===== src/rtl/chacha_block_core.sv =====
// ChaCha block function: 16x32-bit state, iterative column/diagonal rounds with LANES
// quarter-rounds per cycle, optional feed-forward into a separate byte-readable result buffer.
module chacha_block_core #(
  parameter int unsigned ROUNDS = 20,
  parameter int unsigned LANES  = 1
) (
  input  logic       clk,
  input  logic       rst,
  input  logic [7:0] din,
  input  logic [5:0] addr,
  input  logic       wr_en,
  input  logic       start,
  input  logic       raw_mode,
  output logic [7:0] dout,
  output logic       busy,
  output logic       done
);

  localparam int unsigned Steps = 4 / LANES;

  typedef enum logic [1:0] {StIdle, StRun, StFeed, StDone} state_e;
  typedef struct packed {logic [31:0] a, b, c, d;} qr_t;

  state_e      state_q, state_d;
  logic [31:0] in_q  [16];
  logic [31:0] w_q   [16];
  logic [31:0] w_rnd [16];
  logic [31:0] res_q [16];
  logic        raw_q;
  logic [4:0]  round_q;
  logic [1:0]  step_q;
  logic        step_last, round_last, diag;
  logic [1:0]  lane_grp [LANES];
  qr_t         lane_out [LANES];

  function automatic qr_t quarter_round(input logic [31:0] a_in, input logic [31:0] b_in,
                                        input logic [31:0] c_in, input logic [31:0] d_in);
    logic [31:0] a, b, c, d;
    a = a_in;
    b = b_in;
    c = c_in;
    d = d_in;
    a = a + b; d = d ^ a; d = {d[15:0], d[31:16]};
    c = c + d; b = b ^ c; b = {b[19:0], b[31:20]};
    a = a + b; d = d ^ a; d = {d[23:0], d[31:24]};
    c = c + d; b = b ^ c; b = {b[24:0], b[31:25]};
    return {a, b, c, d};
  endfunction

  // Word index of position pos (0=a..3=d) in group grp; diagonals rotate the column by pos.
  function automatic logic [3:0] gidx(input logic dg, input logic [1:0] grp,
                                      input logic [1:0] pos);
    return {pos, dg ? grp + pos : grp};
  endfunction

  assign step_last  = (step_q == 2'(Steps - 1));
  assign round_last = (round_q == 5'(ROUNDS - 1));
  assign diag       = round_q[0];

  // Groups within a round are disjoint, so every lane reads the pre-step state.
  always_comb begin
    w_rnd = w_q;
    for (int l = 0; l < int'(LANES); l++) begin
      lane_grp[l] = 2'(int'(step_q) * int'(LANES) + l);
      lane_out[l] = quarter_round(w_q[gidx(diag, lane_grp[l], 2'd0)],
                                  w_q[gidx(diag, lane_grp[l], 2'd1)],
                                  w_q[gidx(diag, lane_grp[l], 2'd2)],
                                  w_q[gidx(diag, lane_grp[l], 2'd3)]);
      w_rnd[gidx(diag, lane_grp[l], 2'd0)] = lane_out[l].a;
      w_rnd[gidx(diag, lane_grp[l], 2'd1)] = lane_out[l].b;
      w_rnd[gidx(diag, lane_grp[l], 2'd2)] = lane_out[l].c;
      w_rnd[gidx(diag, lane_grp[l], 2'd3)] = lane_out[l].d;
    end
  end

  always_ff @(posedge clk) begin
    if (rst) begin
      state_q <= StIdle;
    end else begin
      state_q <= state_d;
    end
  end

  always_comb begin
    state_d = state_q;
    unique case (state_q)
      StIdle:  if (start && !wr_en) state_d = StRun;
      StRun:   if (step_last && round_last) state_d = StFeed;
      StFeed:  state_d = StDone;
      StDone:  state_d = StIdle;
      default: state_d = StIdle;
    endcase
  end

  always_comb begin
    busy = (state_q == StRun) || (state_q == StFeed);
    done = (state_q == StDone);
  end

  always_ff @(posedge clk) begin
    if (rst) begin
      for (int i = 0; i < 16; i++) begin
        in_q[i]  <= '0;
        w_q[i]   <= '0;
        res_q[i] <= '0;
      end
      raw_q   <= 1'b0;
      round_q <= '0;
      step_q  <= '0;
    end else begin
      if (wr_en && (state_q == StIdle || state_q == StDone)) begin
        in_q[addr[5:2]][{addr[1:0], 3'b000} +: 8] <= din;
      end
      if (state_q == StIdle && start && !wr_en) begin
        w_q     <= in_q;
        raw_q   <= raw_mode;
        round_q <= '0;
        step_q  <= '0;
      end
      if (state_q == StRun) begin
        w_q <= w_rnd;
        if (step_last) begin
          step_q  <= '0;
          round_q <= round_q + 5'd1;
        end else begin
          step_q <= step_q + 2'd1;
        end
      end
      if (state_q == StFeed) begin
        for (int i = 0; i < 16; i++) begin
          res_q[i] <= raw_q ? w_q[i] : w_q[i] + in_q[i];
        end
      end
    end
  end

  assign dout = res_q[addr[5:2]][{addr[1:0], 3'b000} +: 8];

endmodule


===== config.mk =====
export PLATFORM = sky130hd
export DESIGN_NAME = chacha_block_core
export DESIGN_NICKNAME = d
export VERILOG_FILES = /design/src/rtl/chacha_block_core.sv
export SDC_FILE = /design/constraint.sdc
export NUM_CORES = 2
export LEC_CHECK = 0
export BUFFER_PORTS_ARGS = -buffer_cell sky130_fd_sc_hd__buf_2
export CORE_MARGIN = 2
export CORE_UTILIZATION = 50
export CTS_BUF_LIST = sky130_fd_sc_hd__clkbuf_8
export DETAILED_ROUTE_END_ITERATION = 10
export PLACE_DENSITY = 0.65
export SETUP_SLACK_MARGIN = 0.1
export SYNTH_ARGS = -nofsm -noshare
export SYNTH_HDL_FRONTEND = slang
export SYNTH_SLANG_ARGS = --single-unit

===== constraint.sdc =====
create_clock -name clk -period 13.79 [get_ports clk]
set_clock_uncertainty 0.15 [all_clocks]
set_input_delay 0.6895 -clock clk [delete_from_list [all_inputs] [get_ports clk]]
set_output_delay 0.6895 -clock clk [all_outputs]
set_load 0.01 [all_outputs]

==> Word level (Yosys, flattened, before mapping) <==
Memories as Yosys holds them, arrays and structs flattened.
Index checks and enable logic that the tools add are counted.
W data, S select, Z words.
{ "op_classes": {"addsub": 25, "n_lt_le_gt_ge": 10, "eq_ne": 7, "shifts": 3, "muxes": 78, "bitwise_logic": 25, "reduce_logical": 16} }
{ "ops": {"columns": ["cell", "n"], "rows": [
  ["$bwmux W512", 5],
  ["$mux W32", 45],
  ["$mux W512", 2],
  ["$add A32 B32 Y32", 20],
  ["$demux W32 S4", 5],
  ["$bmux W32 S4", 4],
  ["$xor A32 B32 Y32", 4],
  ["$shift A8 B7 Y32 const A", 1],
  ["$shiftx A32 B6 Y8", 1],
  ["$shiftx A8 B7 Y32", 1],
  ["$ge A5 B5 Y1 const B", 5],
  ["$lt A5 B1 Y1 const B", 5],
  ["$mux W2", 8],
  ["$or A1 B1 Y1", 16],
  ["$mux W5", 3],
  ["$not A4 Y5", 3],
  ["$logic_and A1 B1 Y1", 10],
  ["$pmux W2 S4", 1],
  ["$neg A5 Y7", 1],
  ["$eq A2 B2 Y1 const B", 3],
  ["$add A5 B1 Y5 const B", 1],
  ["$eq A5 B5 Y1 const B", 1],
  ["$mux W1", 5],
  ["$not A2 Y5", 1],
  ["10 further kinds", 13]
]} }
{ "totals": {"regBits": 1034, "ramBits": 512, "inputBits": 19, "wordCells": 201, "n_memories": 1} }
{ "memory_table": {"columns": ["name", "words", "word_bits", "rd", "rd_clocked_by_memory_dff", "write_ports", "line", "source"], "rows": [
  ["res_q", 16, 32, 1, 0, 16, "28", "logic [31:0] res_q [16];"]
]} }

==> Logic depth before layout (Yosys ltp) <==
{ "logic_depth": {"ltp_word": 18, "ltp_mapped": 58, "ltp_nobuf": 52} }

==> Least setup slack after synthesis <==
No wires, ideal clock.
{ "synth_timing": {"kind": "flip-flop to flip-flop", "start": "register step_q[0]", "end": "register w_q[293] (netlist name)", "t_arrival_ps": 13255, "required_time_ps": 13563, "setup_slack_ps": 308, "stages_incl_launch_ff": 57, "n_path_buf": 5, "synth_period_minus_slack_ps": 13482, "path_cell_list": "dfxtp_1 -> buf_2 -> inv_1 -> clkbuf_1 -> clkbuf_1 -> ha_1 -> nand2_1 -> o21a_1 -> clkbuf_1 -> clkbuf_1 -> mux4_2 -> ha_1 -> a21oi_1 -> nand4b_1 -> and3_1 -> or3_4 -> a211oi_1 -> nor2_1 -> [21 not listed] -> a31oi_1 -> and4b_1 -> nor3_1 -> xnor2_1 -> ha_1 -> inv_1 -> fa_1 -> nor2b_1 -> o21a_1 -> o21ai_1 -> a21oi_1 -> a22o_1 -> a2111o_1 -> and3_1 -> o41ai_1 -> xor3_1 -> or2_2 -> o22ai_1"} }
{ "synth_via": {"elab_chain_cells": 18} }
{ "synth_rtl": {"columns": ["element", "line", "source"], "rows": [
  ["start: declaration", "31", "logic [1:0] step_q;"],
  ["start signal: assignment", "126", "step_q <= step_q + 2'd1;"],
  ["$add A2 B1 Y2", "53", "return {pos, dg ? grp + pos : grp};"],
  ["$mux W2", "53", null],
  ["$not A3 Y5 (implied by the code)", "66, 70", null],
  ["$bmux W32 S4", "66", "w_q[gidx(diag, lane_grp[l], 2'd1)],"],
  ["$mux W32 (implied by the code) (2 in series)", "66", null],
  ["$add A32 B32 Y32", "43", "a = a + b; d = d ^ a; d = {d[15:0], d[31:16]};"],
  ["$xor A32 B32 Y32", "43", null],
  ["$add A32 B32 Y32", "44", "c = c + d; b = b ^ c; b = {b[19:0], b[31:20]};"],
  ["$xor A32 B32 Y32", "44", null],
  ["$add A32 B32 Y32", "45", "a = a + b; d = d ^ a; d = {d[23:0], d[31:24]};"],
  ["$xor A32 B32 Y32", "45", null],
  ["$add A32 B32 Y32", "46", "c = c + d; b = b ^ c; b = {b[24:0], b[31:25]};"],
  ["$xor A32 B32 Y32", "46", null],
  ["$bwmux W512", "70", "w_rnd[gidx(diag, lane_grp[l], 2'd1)] = lane_out[l].b;"],
  ["$bwmux W512", "71", "w_rnd[gidx(diag, lane_grp[l], 2'd2)] = lane_out[l].c;"],
  ["$bwmux W512 (*)", "72", "w_rnd[gidx(diag, lane_grp[l], 2'd3)] = lane_out[l].d;"],
  ["$mux W512 (*)", "120", "if (state_q == StRun) begin"],
  ["end signal: assignment", "115", "w_q <= in_q;"],
  ["end signal: assignment", "121", "w_q <= w_rnd;"],
  ["end: declaration", "26", "logic [31:0] w_q [16];"]
]} }
Every way passes the cells marked *; elsewhere a longest branch is shown, timed or not. The select of a mux whose other input is x is not followed.
A chain may end at the register's enable or synchronous reset.

==> Worst setup path after layout <==
Same ends and word-level chain as after synthesis.

==> reports/results.md <==
### Outcome
• status: finished, violations left
• violations in the final reports: capacitance limit, slew limit

### Layout
• area growth from synthesis to final layout: 11.2%
• layout cells sized above 1: 11.5%
• final core utilization: 56.0%
• final std cell area, no fill: 111000 um^2
• count of nets after finishing: 12300
• number of non-filler instances in the completed layout: 14500

### Job
• # Max-Cap Violations: 1

### Worst setup path
• cell depth of the worst flop-to-flop path: 41
• CP Max Fanout: 6
• peak per-stage delay on the critical path: 940 ps
• Worst setup EP type: register
• setup slack on the worst flop-to-flop path: 540 ps
• critical path launch point type: register
• capturing point of the worst reg2reg path: w_q[293]
• Arrival @ worst endpoint: 14030 ps
• CP startpoint: step_q[0]
• Critical path destination: w_q[293]
• endpoint required time on the critical path: 14570 ps
• standard cell with the maximum stage delay on the critical path: sky130_fd_sc_hd__xor2_1
• CP Class: register to register
• launch instance of the worst register-to-register path: step_q[0]

### Route
• number of DRC markers in iteration 0: 14800
• Remaining DRCs: 0
• Detailed Routing Iterations Pass 1: 6
• Final ANT Viol Nets: 0
• total via count in the routed design: 98400
• routed wire length: 492 mm
• drt wl/cell: 33.9 um
• Vias/cell: 6.77

### Yosys
• share of synthesized registers carrying an async set or reset: 0%
• area of the mapped netlist: 99600 um^2
• flip-flop and latch count after synthesis: 1546
• number of flops mapped to enable cells by yosys: 512
• yosys warns: 0
• cells taking the most area after synthesis: sky130_fd_sc_hd__dfxtp_1, sky130_fd_sc_hd__edfxtp_1, sky130_fd_sc_hd__nor2_1
• Mapped Avg Cell Area: 8.73 um^2
• Post-synth top flop: sky130_fd_sc_hd__dfxtp_1
• top cell type's share of synthesized area: 20.8%
• number of cells produced by synthesis: 11400
• largest area contributor in the synthesized netlist: sky130_fd_sc_hd__dfxtp_1
• share of synthesized area occupied by flip-flops and latches: 36.2%
• number of distinct standard cells referenced by the synthesized netlist: 100
• Mapped Nets: 12100
• commonest cells in the netlist: sky130_fd_sc_hd__nor2_1, sky130_fd_sc_hd__a21oi_1, sky130_fd_sc_hd__dfxtp_1, sky130_fd_sc_hd__nand2_1, sky130_fd_sc_hd__ha_1
• cell with the most instances after synthesis: sky130_fd_sc_hd__nor2_1

### Placed design
• Port Buffer Count: 28
• Placer Congestion: 1.12
• total placed cells including tap cells: 14000
• Placed Area: 105000 um^2
• Final HPWL DP: 376 mm

### STA
• RSZ-0062 raised after global routing: no
• Slew HR: -2.29%
• final cycle utilization of the critical path: 96.1%
• number of setup violations in the final report: 0
• Period minus WS final: 13250 ps
• number of failing hold endpoints at the final stage: 0
• highest attainable clock frequency: 0.0755 GHz
• final number of max-transition violations: 9
• measured slew at the worst slew-check pin: 1530 ps
• setup TNS: 0 ps

### Global routing
• GRT overflow: 0
• number of global-route vias before repair: 91200
• pin count of the biggest net entering global routing: 138
• wire length of the first global-routing pass: 682 mm
• initial antenna violation count: 90
• combined global-route utilization of all metal layers: 47.0%

### Floorplan
• io pins: 29
• Floorplan Core Area: 198000 um^2
• initial cell density of the core: 50.4%
• die span in x: 450 um
• site row count: 163
• Die Footprint: 203000 um^2
• Die Height: 450 um

### Hold path
• number of stages on the worst hold path: 4
• type of the most critical hold path: input port to register

### Clocking
• TritonCTS clock tree: done
• root buffer selected by CTS: sky130_fd_sc_hd__clkbuf_8
• maximum buffer depth of the clock tree: 4
• Clk Latency, worst-skew pair: 1090 ps
• CTS sink count: 1546
• number of levels in the clock H-tree: 5
• CTS clk-pin slew, worst paths: 70 ps
• number of buffers inserted during clock tree synthesis: 296

## worst max-delay path, delay by kind of cell (launching register included)
family                     cells  cell delay [ps]
and+or+nand+nor                8             2040
buffers and inverters          4              800
muxes                          1              570
DFF                            1              360
adders and majority gates      4             1500
xor gates and xnor gates       8             3580
AOI/OAI and AO/OA             16             4070
## per-layer routing
metal / vias to the layer above / global-route usage (%) / share of wire (%)
met2: 7117 / 68.9 / 42
met5: - / 0 / 0.094
li1: 42100 / - / -
met4: 70 / 31.1 / 7.9
met1: 47400 / 57.8 / 36
met3: 1716 / 17.2 / 14
## logic make-up after synthesis
logic type / after synthesis / share of synthesized area [%]
AND/OR/NAND/NOR: 4063 / 17.6
AO/OA/AOI/OAI: 3170 / 20.0
flip-flops: 1546 / 36.2
buffers and inverters: 838 / 3.19
adder cells (fa/ha/maj): 656 / 8.39
XOR/XNOR: 617 / 5.67
multiplexers: 515 / 8.90
## final cells by class
| cell class | instances | area, um^2 |
|---|---|---|
| Fill cell | 17800 | 86900 |
| Multi-Input combinational cell | 9021 | 60700 |
| Sequential cell | 1546 | 36100 |
| Clock buffer | 341 | 4690 |
| Timing Repair Buffer | 551 | 4250 |
| Tap cell | 2640 | 3300 |
| Clock inverter | 180 | 816 |
| Inverter | 205 | 779 |
| Antenna cell | 43 | 108 |
## worst min-delay path by stage
stage / startpoint / end / slack, ps
after floorplan: in_q[265] / w_q[265] / 300
after global placement: in_q[342] / w_q[342] / 310
after detailed placement: in_q[342] / w_q[342] / 320
after CTS: din[0] / in_q[16] / 200
after global routing: din[0] / in_q[40] / 260
final: din[0] / in_q[16] / 300
## placed cells by master, fill, tap and decap left out, drive strengths merged, types with 74 or more instances in the layout
cell type / n
a2111oi: 137
a211oi: 144
a21o: 313
a21oi: 1264
a22oi: 157
and2: 79
and3: 135
buf: 545
clkbuf: 342
dfxtp: 1034
edfxtp: 512
ha: 636
inv: 308
mux2i: 218
mux4: 296
nand2: 944
nand2b: 106
nand3: 156
nor2: 2121
nor3: 160
nor4: 82
o21a: 74
o21ai: 489
or3: 79
xnor2: 362
xor2: 240
## sequential cells by signal (all words and copies together), names as in the netlist
signal	flops
in_q	512
res_q	512
w_q	512
round_q	5
state_q	2
step_q	2
raw_q	1
## per-stage QoR
stage / worst slack, ps / hold WS [ps]
after floorplan: 308 / 303
after global placement: 336 / 315
after detailed placement: 488 / 321
after global routing: 146 / 255
after CTS: 357 / 199
final: 540 / 305
## what timing repair did
action                                  4_1_cts  5_1_grt
resized for setup                             0       18
endpoints found under the hold margin        43        0
buffers inserted                              0        0
hold buffers                                  5        0
endpoints found under the setup margin        0      130
Power is not shown: default switching activity piles up to over one toggle a cycle in this logic, so the estimate is an artifact.
